--- config.mk ---
export PLATFORM = sky130hd
export DESIGN_NAME = btn_press_decoder
export DESIGN_NICKNAME = d
export VERILOG_FILES = /design/src/rtl/btn_press_decoder.sv
export SDC_FILE = /design/constraint.sdc
export NUM_CORES = 1
export LEC_CHECK = 0
export CAP_MARGIN = 5
export CORE_MARGIN = 2
export CORE_UTILIZATION = 52
export CTS_BUF_LIST = sky130_fd_sc_hd__clkbuf_4 sky130_fd_sc_hd__clkbuf_8 sky130_fd_sc_hd__clkbuf_16
export CTS_CLUSTER_DIAMETER = 100
export DETAILED_ROUTE_END_ITERATION = 8
export PLACE_DENSITY = 0.75
export SETUP_SLACK_MARGIN = 0.5
export SLEW_MARGIN = 10
export SYNTH_ARGS = -nofsm -noshare
export SYNTH_HDL_FRONTEND = slang
export SYNTH_SLANG_ARGS = --single-unit
--- constraint.sdc ---
create_clock -name clk -period 1.9 [get_ports clk]
set_clock_uncertainty 0.15 [all_clocks]
set_input_delay 0.475 -clock clk [delete_from_list [all_inputs] [get_ports clk]]
set_output_delay 0.475 -clock clk [all_outputs]
set_load 0.03 [all_outputs]
--- src/rtl/btn_press_decoder.sv ---
// btn_press_decoder: classifies debounced button presses as short, long or
// auto-repeat and maintains an 8-bit press counter.
//   clk        system clock
//   rst        synchronous reset, active-high
//   btn_db     debounced button level (clk-synchronous), 1 = pressed
//   short_pls  1-cycle pulse: press released before LONG_CYC hold cycles
//   long_pls   1-cycle pulse: press held for LONG_CYC cycles
//   rpt_pls    1-cycle pulse: auto-repeat tick while held long
//   held       1 while a press is being tracked (PRESS or LONG)
//   LED        press counter (+1 short/repeat, cleared on long)
// Optional feature macro: BTN_AUTO_REPEAT_EN (auto-repeat during long hold).
module btn_press_decoder #(
   parameter int unsigned LONG_CYC   = 100_000_000,
   parameter int unsigned REPEAT_CYC = 20_000_000
) (
   input  logic       clk,
   input  logic       rst,
   input  logic       btn_db,
   output logic       short_pls,
   output logic       long_pls,
   output logic       rpt_pls,
   output logic       held,
   output logic [7:0] LED
);

   localparam int unsigned HOLD_W = (LONG_CYC > 1) ? $clog2(LONG_CYC) : 1;

   typedef enum logic [1:0] {
      IDLE  = 2'd0,
      PRESS = 2'd1,
      LONG  = 2'd2
   } state_t;

   state_t            state, state_nx;
   logic [HOLD_W-1:0] hold_cnt, hold_nx;
   logic              btn_q;
   logic [7:0]        led_nx;
   logic              short_nx, long_nx, held_nx;
   logic              rise;

   assign rise = btn_db & ~btn_q;

`ifdef BTN_AUTO_REPEAT_EN
   localparam int unsigned RPT_W = (REPEAT_CYC > 1) ? $clog2(REPEAT_CYC) : 1;
   logic [RPT_W-1:0] rpt_cnt, rpt_cnt_nx;
   logic             rpt_nx;
`else
   logic unused_rpt;
   assign unused_rpt = (REPEAT_CYC == 0);
   assign rpt_pls    = 1'b0;
`endif

   // State and output registers; btn_q resets to 1 so a button held through
   // reset must be released before it can produce a rise.
   always_ff @(posedge clk) begin
      if (rst) begin
         state     <= IDLE;
         hold_cnt  <= '0;
         btn_q     <= 1'b1;
         LED       <= 8'h00;
         short_pls <= 1'b0;
         long_pls  <= 1'b0;
         held      <= 1'b0;
`ifdef BTN_AUTO_REPEAT_EN
         rpt_cnt   <= '0;
         rpt_pls   <= 1'b0;
`endif
      end else begin
         state     <= state_nx;
         hold_cnt  <= hold_nx;
         btn_q     <= btn_db;
         LED       <= led_nx;
         short_pls <= short_nx;
         long_pls  <= long_nx;
         held      <= held_nx;
`ifdef BTN_AUTO_REPEAT_EN
         rpt_cnt   <= rpt_cnt_nx;
         rpt_pls   <= rpt_nx;
`endif
      end
   end

   // Next-state and next-output logic.
   always_comb begin
      state_nx = state;
      hold_nx  = hold_cnt;
      led_nx   = LED;
      short_nx = 1'b0;
      long_nx  = 1'b0;
`ifdef BTN_AUTO_REPEAT_EN
      rpt_cnt_nx = rpt_cnt;
      rpt_nx     = 1'b0;
`endif
      case (state)
         IDLE: begin
            if (rise) begin
               state_nx = PRESS;
               hold_nx  = '0;
            end
         end
         PRESS: begin
            // Release takes priority over reaching the long threshold.
            if (!btn_db) begin
               state_nx = IDLE;
               short_nx = 1'b1;
               led_nx   = LED + 8'd1;
            end else if (hold_cnt == HOLD_W'(LONG_CYC - 1)) begin
               state_nx = LONG;
               long_nx  = 1'b1;
               led_nx   = 8'h00;
`ifdef BTN_AUTO_REPEAT_EN
               rpt_cnt_nx = '0;
`endif
            end else begin
               hold_nx = hold_cnt + HOLD_W'(1);
            end
         end
         LONG: begin
            if (!btn_db) begin
               state_nx = IDLE;
`ifdef BTN_AUTO_REPEAT_EN
            end else if (rpt_cnt == RPT_W'(REPEAT_CYC - 1)) begin
               rpt_nx     = 1'b1;
               led_nx     = LED + 8'd1;
               rpt_cnt_nx = '0;
            end else begin
               rpt_cnt_nx = rpt_cnt + RPT_W'(1);
`endif
            end
         end
         default: state_nx = IDLE;
      endcase
      held_nx = (state_nx == PRESS) || (state_nx == LONG);
   end

endmodule
==> reports/results.tsv, run 1 <==
metric	value	unit
hold_viol	0	
synth-seq-area-share	39.8	%
syn_avg_cell_area	8.21	µm²
cts.sinks	41	
cp_top_family	simple AND/OR/NAND/NOR gates	
leakage	1.29	nW
clk_latency	310	ps
routed_via_density	7.17	
postPlaceCellArea	0.00262	mm²
antennaDiodeCount	0	
powerDensity	473	mW/mm²
slowest_stage	nor3b_1	
crit_chain	nor3b_1 -> and4_4 -> buf_6 -> a31oi_4 -> or3_1 -> a21oi_1	
clock.fmax	438	MHz
ant_nets	0	
clockBufferDepth	2	
synth.cell_area	0.00206	mm²
grt_pass1_vias	2336	
irDropWorstVdd	0.398	mV
vias	2796	
hold_class	reg2reg	
track_usage	34.0	%
portBuffers	13	
grt_pass1_wl	11200	µm
final_area	0.00338	mm²
drv_cap	0	
dieArea	0.00448	mm²
top_level_ports	15	
async_flop_share	0	%
rsz0062_at_grt	true	
die-height	67.0	µm
netlist-cell-type-count	46	
cp-end-kind	register	
drc_errors	0	
ys_warn_count	0	
drt_wl_total	10000	µm
period_share	120	%
htreeDepth	2	
fin_ws	-382	ps
grt_max_degree	14	
hpwl	3680	µm
place.gp.congestion	0.886	
yosysTopAreaCellShare	39.8	%
grtUsageMet1	41.9	%
root_buffer	clkbuf_8	
initial_utilization	55.0	%
drive_gt1_share	56.1	%
synth_most_common_cell	dfxtp_1	
area_growth	64.2	%
grtUsageMet2	54.9	%
synth_cells	251	
numCtsBuffers	5	
grt_overflow	0	
slew_violations	0	
ys_ff_latch	41	
ys.flop_type	dfxtp_1	
multi_input_area	0.00157	mm²
fin_nets	346	
busiest_layer	met2	
met3_usage	7.43	%
synth_edf_count	0	
core.rowCount	22	
violations	negative setup slack	
grt_antenna_before_repair	0	
setup_tns	-5490	ps
seqCellArea	870	µm²
crit_fanout	7	
holdBufCountCts	0	
synth_top_area_cell	dfxtp_1	
core_area	0.00374	mm²
nFillCells	142	
hold_ws	366	ps
first_pass_iters	6	
place_ws	-421	ps
crit_type	reg2reg	
setup_viol	33	
synth_common_cells	dfxtp_1 (41), a21oi_1 (28), or3_1 (21)	
critPathRequiredTime	1990	ps
period_needed	2280	ps
critPathBufInv	1	
yosys-top-cells-area	dfxtp_1 (40%), a21oi_1 (6.8%), or3_1 (6.4%), nand3_1 (4.9%), o21ai_0 (4.6%)	
startpoint_type	register	
clkTransAtPathRegs	100	ps
avgRoutedWirePerCell	25.7	µm
synth_nets	256	
die_w	67.0	µm
cpPeakStageDelay	450	ps
cts_tree	built	
crit_arrival	2370	ps
first_iter_violations	484	
status	finished with violations	
==> report_power, final <==
group | switching, mW | total [mW] | internal, mW
Combinational | 0.0871 | 0.138 | 0.0509
Sequential | 0.00500 | 0.861 | 0.856
Clock | 0.348 | 0.602 | 0.254
==> through the flow <==
step / cells / power (mW) / utilization (%)
3_3_place_gp: 352 / 0.977 / 70.0
3_5_place_dp: 352 / 0.979 / 70.0
6_report: 390 / 1.60 / 90.4
5_1_grt: 390 / 1.62 / 90.4
4_1_cts: 380 / 1.55 / 81.1
2_1_floorplan: 251 / 0.942 / -
==> routing by layer <==
layer  vias up  share of wire, %
met5         -                 0
met4         0               8.5
met3       117                12
met2       291                45
met1      1274                34
li1       1114                 -
==> flip-flops by register name (all words and copies together), names as in the netlist <==
name	count
state	2
held	1
LED	8
btn_q	1
long_pls	1
short_pls	1
hold_cnt	27
==> placed cells by master, fill, tap and decap left out, types with 4 or more instances in the layout <==
master    instances
inv_1             5
nand2b_1          4
a21o_4            4
clkbuf_8          5
dfxtp_4           5
a21oi_1          17
nor2_1           16
o21ai_2           4
or3_1            17
nand3_4           4
o21ai_0          12
o21ai_1           6
buf_6            27
dfxtp_2          24
or3_4             4
nand3_1          14
nor3_1            4
nand2_1          14
dfxtp_1          12
nor2_4            4
a21oi_2          11
nand2_2           4
xor2_1            4
nor4_4            4
buf_4            60
nand4_1           9
==> path summary, 6_finish.rpt <==
kind / start / endpoint / slack (ps) / cells past startpoint
worst min-delay path: hold_cnt[15] / hold_cnt[15] / 370 / 2
worst min register to register: hold_cnt[15] / hold_cnt[15] / 370 / 2
worst max register to register: hold_cnt[24] / LED[6] / -380 / 6
worst max-delay path: hold_cnt[24] / LED[6] / -380 / 6
==> final cells by class <==
class | instances | area share (%)
Sequential cell | 41 | 25.7
Inverter | 5 | 0.555
Clock buffer | 5 | 2.03
Timing Repair Buffer | 90 | 23.1
Tap cell | 48 | 1.77
Multi-Input combinational cell | 198 | 46.3
Clock inverter | 3 | 0.518
==> logic make-up after synthesis <==
logic type / synth area share (%)
other cells: 0.182
fa+ha+maj: 1.21
mux: 0.486
xor+xnor: 2.12
flops: 39.8
buf+inv: 4.25
compound gates: 16.8
simple gates: 35.2
==> tightest hold or removal path, cell delays in order, from the launching register on <==
cell and delay [ps]:
dfxtp_2 370, o21ai_2 70, a21oi_2 50
==> repair_timing <==
action / in CTS / in global routing
gates cloned: 4 / 0
resized for setup: 116 / 76
buffers inserted: 16 / 10
setup endpoints to repair: 50 / 51
pin swaps: 39 / 31
Note: power is estimated with default switching activity, not from simulation.
==> inputs of run 2 (changes only) <==
--- a/constraint.sdc
+++ b/constraint.sdc
@@ -4,2 +4,2 @@
 set_output_delay 0.475 -clock clk [all_outputs]
-set_load 0.03 [all_outputs]
+set_load 0.1 [all_outputs]
==> run 2 against run 1 <==
Against the previous run:
- the run still ends with negative setup slack left
- combinational power is 17% higher
- hold slack better by 6.6 ps
- wire length down 2.2%
- fmax up 11%
- final area rose by 1.9%
- critical path type unchanged
- via count shrank 3.7%
==> reports/results.tsv, run 2 (synthesized netlist as in run 1, its figures left out) <==
metric	value	unit	change
die-height	67.0	µm	unchanged
drc_errors	0		unchanged
core_area	0.00374	mm²	unchanged
grt_antenna_before_repair	0		unchanged
cp-end-kind	register		unchanged
crit_type	reg2reg		unchanged
track_usage	37.6	%	was 34.0%
r2r_slack	-150	ps	was -380 ps
antennaDiodeCount	0		unchanged
drt_wl_total	9800	µm	was 10,000 µm
powerDensity	467	mW/mm²	was 473 mW/mm²
drv_cap	0		unchanged
mostFrequentLayoutCells	buf_4 (50), dfxtp_2 (19), buf_6 (18)		was buf_4 (60), buf_6 (27), dfxtp_2 (24)
irDropWorstVdd	0.514	mV	was 0.398 mV
hpwl	3740	µm	was 3680 µm
numCtsBuffers	5		unchanged
violations	negative setup slack		unchanged
vias	2693		was 2,796
grt_pass1_vias	2466		was 2,336
top_regs	hold_cnt x27, LED x8, state x2		unchanged
fin_ws	-152	ps	was -382 ps
status	finished with violations		unchanged
leakage	1.27	nW	was 1.29 nW
min_from	hold_cnt[6]		was hold_cnt[15]
utilization	92.1	%	was 90.4%
layout_commonest_cell	buf_4		unchanged
power	1.61	mW	was 1.60 mW
rsz0062_at_grt	true		unchanged
area_growth	67.4	%	was 64.2%
first_pass_iters	5		was 6
clk_latency	310	ps	about the same
setup_viol	24		was 33
holdBufCountCts	0		unchanged
r2r_end	hold_cnt[10]		was LED[6]
clockBufferDepth	2		unchanged
largest_reg_flops	27		unchanged
hold_end	hold_cnt[6]		was hold_cnt[15]
grt_max_degree	13		was 14
grt_pass1_wl	12300	µm	was 11,200 µm
largest_register	hold_cnt		unchanged
routed_via_density	7.05		was 7.17
r2r-start	hold_cnt[0]		was hold_cnt[24]
avgRoutedWirePerCell	25.6	µm	was 25.7 µm
critPathRequiredTime	1980	ps	was 1990 ps
rr_worst_depth	8		was 6
clkTransAtPathRegs	90	ps	was 100 ps
core.rowCount	22		unchanged
crit_fanout	5		was 7
dieArea	0.00448	mm²	unchanged
die_w	67.0	µm	unchanged
portBuffers	13		unchanged
drive_gt1_share	55.7	%	was 56.1%
htreeDepth	2		unchanged
fin_nets	338		was 346
cts.sinks	41		unchanged
crit_arrival	2130	ps	was 2370 ps
top_level_ports	15		unchanged
grt_overflow	0		unchanged
startpoint_type	register		unchanged
period_share	108	%	was 120%
period_needed	2050	ps	was 2280 ps
initial_utilization	55.0	%	unchanged
clock.fmax	487	MHz	was 438 MHz
hold_class	reg2reg		unchanged
min_path_cells	2		unchanged
slew_violations	0		unchanged
root_buffer	clkbuf_8		unchanged
ant_nets	0		unchanged
cts_tree	built		unchanged
place.gp.congestion	0.804		was 0.886
first_iter_violations	453		was 484
hold_viol	0		unchanged
==> run 2: cell types whose count changed in the layout (fill, tap and decap cells not counted), moves of 5 or more <==
cell and delta:
o21ai_1 +6, dfxtp_4 +5, buf_4 -10, buf_6 -9, dfxtp_2 -5, o21ai_0 -6, buf_12 +13
==> run 2: report_power, final <==
part	internal [mW]	switching (mW)
clock	0.269	0.325
combinational	0.0567	0.105
sequential	0.849	0.00518
total	1.17	0.435
==> run 2: through the flow <==
step	setup slack, ps	setup TNS, ps	cell area [µm²]	instances	hold slack [ps]
finish	-152	-1590	3450	382	372
global route	-208	-2670	3450	382	376
CTS	69.9	0	3200	374	352
detailed placement	-463	-9650	2680	341	346
global placement	-410	-8200	2680	341	341
floorplan	136	0	2160	251	312
==> run 2: how the worst max path moves through the flow <==
stage	from	endpoint	slack (ps)	cells after the start
after global routing	hold_cnt[0]	hold_cnt[10]	-210	8
after CTS	hold_cnt[8]	LED[3]	70	6
after floorplan	hold_cnt[1]	hold_cnt[4]	140	8
after global placement	btn_db	hold_cnt[16]	-410	6
final	hold_cnt[0]	hold_cnt[10]	-150	8
after detailed placement	btn_db	hold_cnt[21]	-460	6
==> run 2: area by class of cell <==
class | instances | area, µm²
inverter | 5 | 18.8
sequential | 41 | 882
clock inverter | 2 | 10.0
fill | 131 | 294
timing repair buffer | 83 | 856
clock buffer | 6 | 76.3
multi-input combinational | 197 | 1550
tap | 48 | 60.1
==> run 2: worst max-delay path, cell delays in order, from the launching register on <==
cell and delay, ps:
dfxtp_2 370, ha_4 180, nand4_4 140, nor4_4 330, buf_6 170, a21o_4 160, buf_6 120, o21ai_0 130
a21oi_1 210
==> run 2: routing by layer <==
layer | GRT usage (%) | vias to the layer above | part of all wire [%]
li1 | - | 1097 | -
met1 | 41.1 | 1218 | 34
met2 | 62.9 | 266 | 45
met3 | 10.5 | 112 | 12
met4 | 25.5 | 0 | 9.2
met5 | 0 | - | 0
==> run 2: repair_timing <==
action,4_1_cts,5_1_grt
gates cloned,3,0
hold endpoints to repair,0,0
gates resized for setup,61,52
setup endpoints to repair,51,49
buffers inserted,22,8
pin swaps,39,33
==> inputs of run 3 (changes only) <==
Settings changed: SKIP_LAST_GASP set to 1.
==> run 3 against run 2 <==
Against the previous run:
- the run still ends with negative setup slack left
- clock-buffer cell count stayed put
- core utilization is 0.20 points lower
- die area stayed put
- clock power is 3% lower
- non-clock buffer count stayed put
- final area is 0.22% lower
- first-iteration DRC count is 42% lower
- hold slack better by 3.5 ps
- highest routed layer unchanged
==> reports/results.tsv, run 3 (synthesized netlist as in run 1, its figures left out) <==
metric	value	unit	change
status	finished with violations		unchanged
violations	negative setup slack		unchanged
crit_type	reg2reg		unchanged
final_area	0.00344	mm²	was 0.00345 mm²
rsz0062_at_grt	true		unchanged
startpoint_type	register		unchanged
avgRoutedWirePerCell	24.8	µm	was 25.6 µm
hpwl	3740	µm	unchanged
critPathBufInv	2		unchanged
setup_tns	-1790	ps	was -1590 ps
ant_nets	0		unchanged
utilization	91.9	%	was 92.1%
first_iter_violations	265		was 453
irDropWorstVdd	0.549	mV	was 0.514 mV
drv_cap	0		unchanged
min_path_cells	2		unchanged
die_w	67.0	µm	unchanged
fin_ws	-194	ps	was -152 ps
crit_fanout	8		was 5
slowest_stage	or4_1		was dfxtp_2
grt_pass1_vias	2466		unchanged
clockBufferDepth	2		unchanged
postPlaceCellArea	0.00268	mm²	unchanged
initial_utilization	55.0	%	unchanged
cp_top_family	simple AND/OR/NAND/NOR gates		was compound AO/OA/AOI/OAI gates
hold_viol	0		unchanged
crit_chain	ha_4 -> nand4_4 -> nor4_4 -> buf_6 -> buf_6 -> a21o_4 -> or4_1 -> nand2_1		was ha_4 -> nand4_4 -> nor4_4 -> buf_6 -> a21o_4 -> buf_6 -> o21ai_0 -> a21oi_1
cts_tree	built		unchanged
clock.fmax	478	MHz	was 487 MHz
hold_end	hold_cnt[7]		was hold_cnt[6]
vias	2675		was 2,693
clkTransAtPathRegs	80	ps	was 90 ps
slew_violations	0		unchanged
place_ws	-463	ps	unchanged
cpPeakStageDelay	580	ps	was 370 ps
fin_nets	338		unchanged
first_pass_iters	6		was 5
seq_power_share	53.8	%	was 53.0%
p_switching	0.413	mW	was 0.435 mW
root_buffer	clkbuf_8		unchanged
period_share	110	%	was 108%
core_area	0.00374	mm²	unchanged
die-height	67.0	µm	unchanged
drive_gt1_share	55.1	%	was 55.7%
grt_max_degree	13		unchanged
place.gp.congestion	0.804		unchanged
r2r-start	hold_cnt[0]		unchanged
track_usage	37.6	%	unchanged
critPathRequiredTime	1990	ps	was 1980 ps
clk_latency	310	ps	about the same
core.rowCount	22		unchanged
grt_overflow	0		unchanged
dieArea	0.00448	mm²	unchanged
rr_worst_depth	8		unchanged
drc_errors	0		unchanged
leakage	1.27	nW	about the same
cp.depth	8		unchanged
grt_antenna_before_repair	0		unchanged
layout_commonest_cell	buf_4		unchanged
powerDensity	461	mW/mm²	was 467 mW/mm²
area_growth	67.0	%	was 67.4%
cts.sinks	41		unchanged
min_from	hold_cnt[7]		was hold_cnt[6]
drt_wl_total	9490	µm	was 9800 µm
routed_via_density	7.00		was 7.05
r2r_end	hold_cnt[16]		was hold_cnt[10]
largest_reg_flops	27		unchanged
p_comb_share	9.9	%	was 10.1%
grt_pass1_wl	12300	µm	unchanged
top_regs	hold_cnt x27, LED x8, state x2		unchanged
top_level_ports	15		unchanged
p_int	1.17	mW	about the same
cp_common_cell	buf_6		unchanged
htreeDepth	2		unchanged
antennaDiodeCount	0		unchanged
swShare	26.0	%	was 27.0%
numCtsBuffers	5		unchanged
crit_arrival	2190	ps	was 2130 ps
largest_register	hold_cnt		unchanged
power	1.59	mW	was 1.61 mW
period_needed	2090	ps	was 2050 ps
cp-end-kind	register		unchanged
r2r_slack	-190	ps	was -150 ps
clock_power_share	36.4	%	was 36.9%
hold_class	reg2reg		unchanged
mostFrequentLayoutCells	buf_4 (50), dfxtp_2 (19), buf_6 (18)		unchanged
setup_viol	26		was 24
portBuffers	13		unchanged
run 3: cell types whose count changed in the layout (fill, tap and decap cells not counted):
| cell | previous run | this run |
|---|---|---|
| o21ai_1 | 12 | 14 |
| o21ai_2 | 4 | 2 |
run 3: repair_timing:
action	in CTS	in global routing
hold endpoints to repair	0	0
resized for setup	61	50
pin swaps	39	33
hold buffers	0	0
setup endpoints to repair	51	49
gates cloned	3	0
setup buffers	22	8
run 3: stage by stage:
| stage | std cells | hold slack [ps] |
|---|---|---|
| 6_report | 382 | 376 |
| 5_1_grt | 382 | 396 |
| 4_1_cts | 374 | 352 |
| 3_5_place_dp | 341 | 346 |
| 3_3_place_gp | 341 | 341 |
| 2_1_floorplan | 251 | 312 |
run 3: worst max path at each step:
stage,start,endpoint,slack [ps]
global route,hold_cnt[12],hold_cnt[16],-190
floorplan,hold_cnt[1],hold_cnt[4],140
detailed placement,btn_db,hold_cnt[21],-460
global placement,btn_db,hold_cnt[16],-410
finish,hold_cnt[0],hold_cnt[16],-190
CTS,hold_cnt[8],LED[3],70
run 3: routing by layer:
layer / global-route usage, % / vias up / wire, µm / share of wire (%)
met5: 0 / - / 0 / 0
met4: 25.5 / 0 / 762 / 8.0
met3: 10.5 / 92 / 1020 / 11
met2: 62.9 / 242 / 4460 / 47
met1: 41.1 / 1242 / 3250 / 34
li1: - / 1099 / - / -
run 3: power by group through the flow:
stage	Sequential, mW	Clock, mW	Combinational, mW
6_report	0.854	0.577	0.157
5_1_grt	0.854	0.601	0.160
4_1_cts	0.855	0.573	0.133
3_5_place_dp	0.880	0	0.107
3_3_place_gp	0.880	0	0.105
2_1_floorplan	0.891	0	0.0591
run 3: tightest hold or removal path, delay by kind of cell (launching register included):
kind	cells	cell delay, ps
flip-flops	1	350
AO/OA/AOI/OAI	2	140
run 3: area by class of cell:
| type | instances | area (µm²) |
|---|---|---|
| Multi-Input combinational cell | 197 | 1540 |
| Sequential cell | 41 | 882 |
| Timing Repair Buffer | 83 | 856 |
| Fill cell | 129 | 302 |
| Clock buffer | 6 | 76.3 |
| Tap cell | 48 | 60.1 |
| Inverter | 5 | 18.8 |
| Clock inverter | 2 | 10.0 |
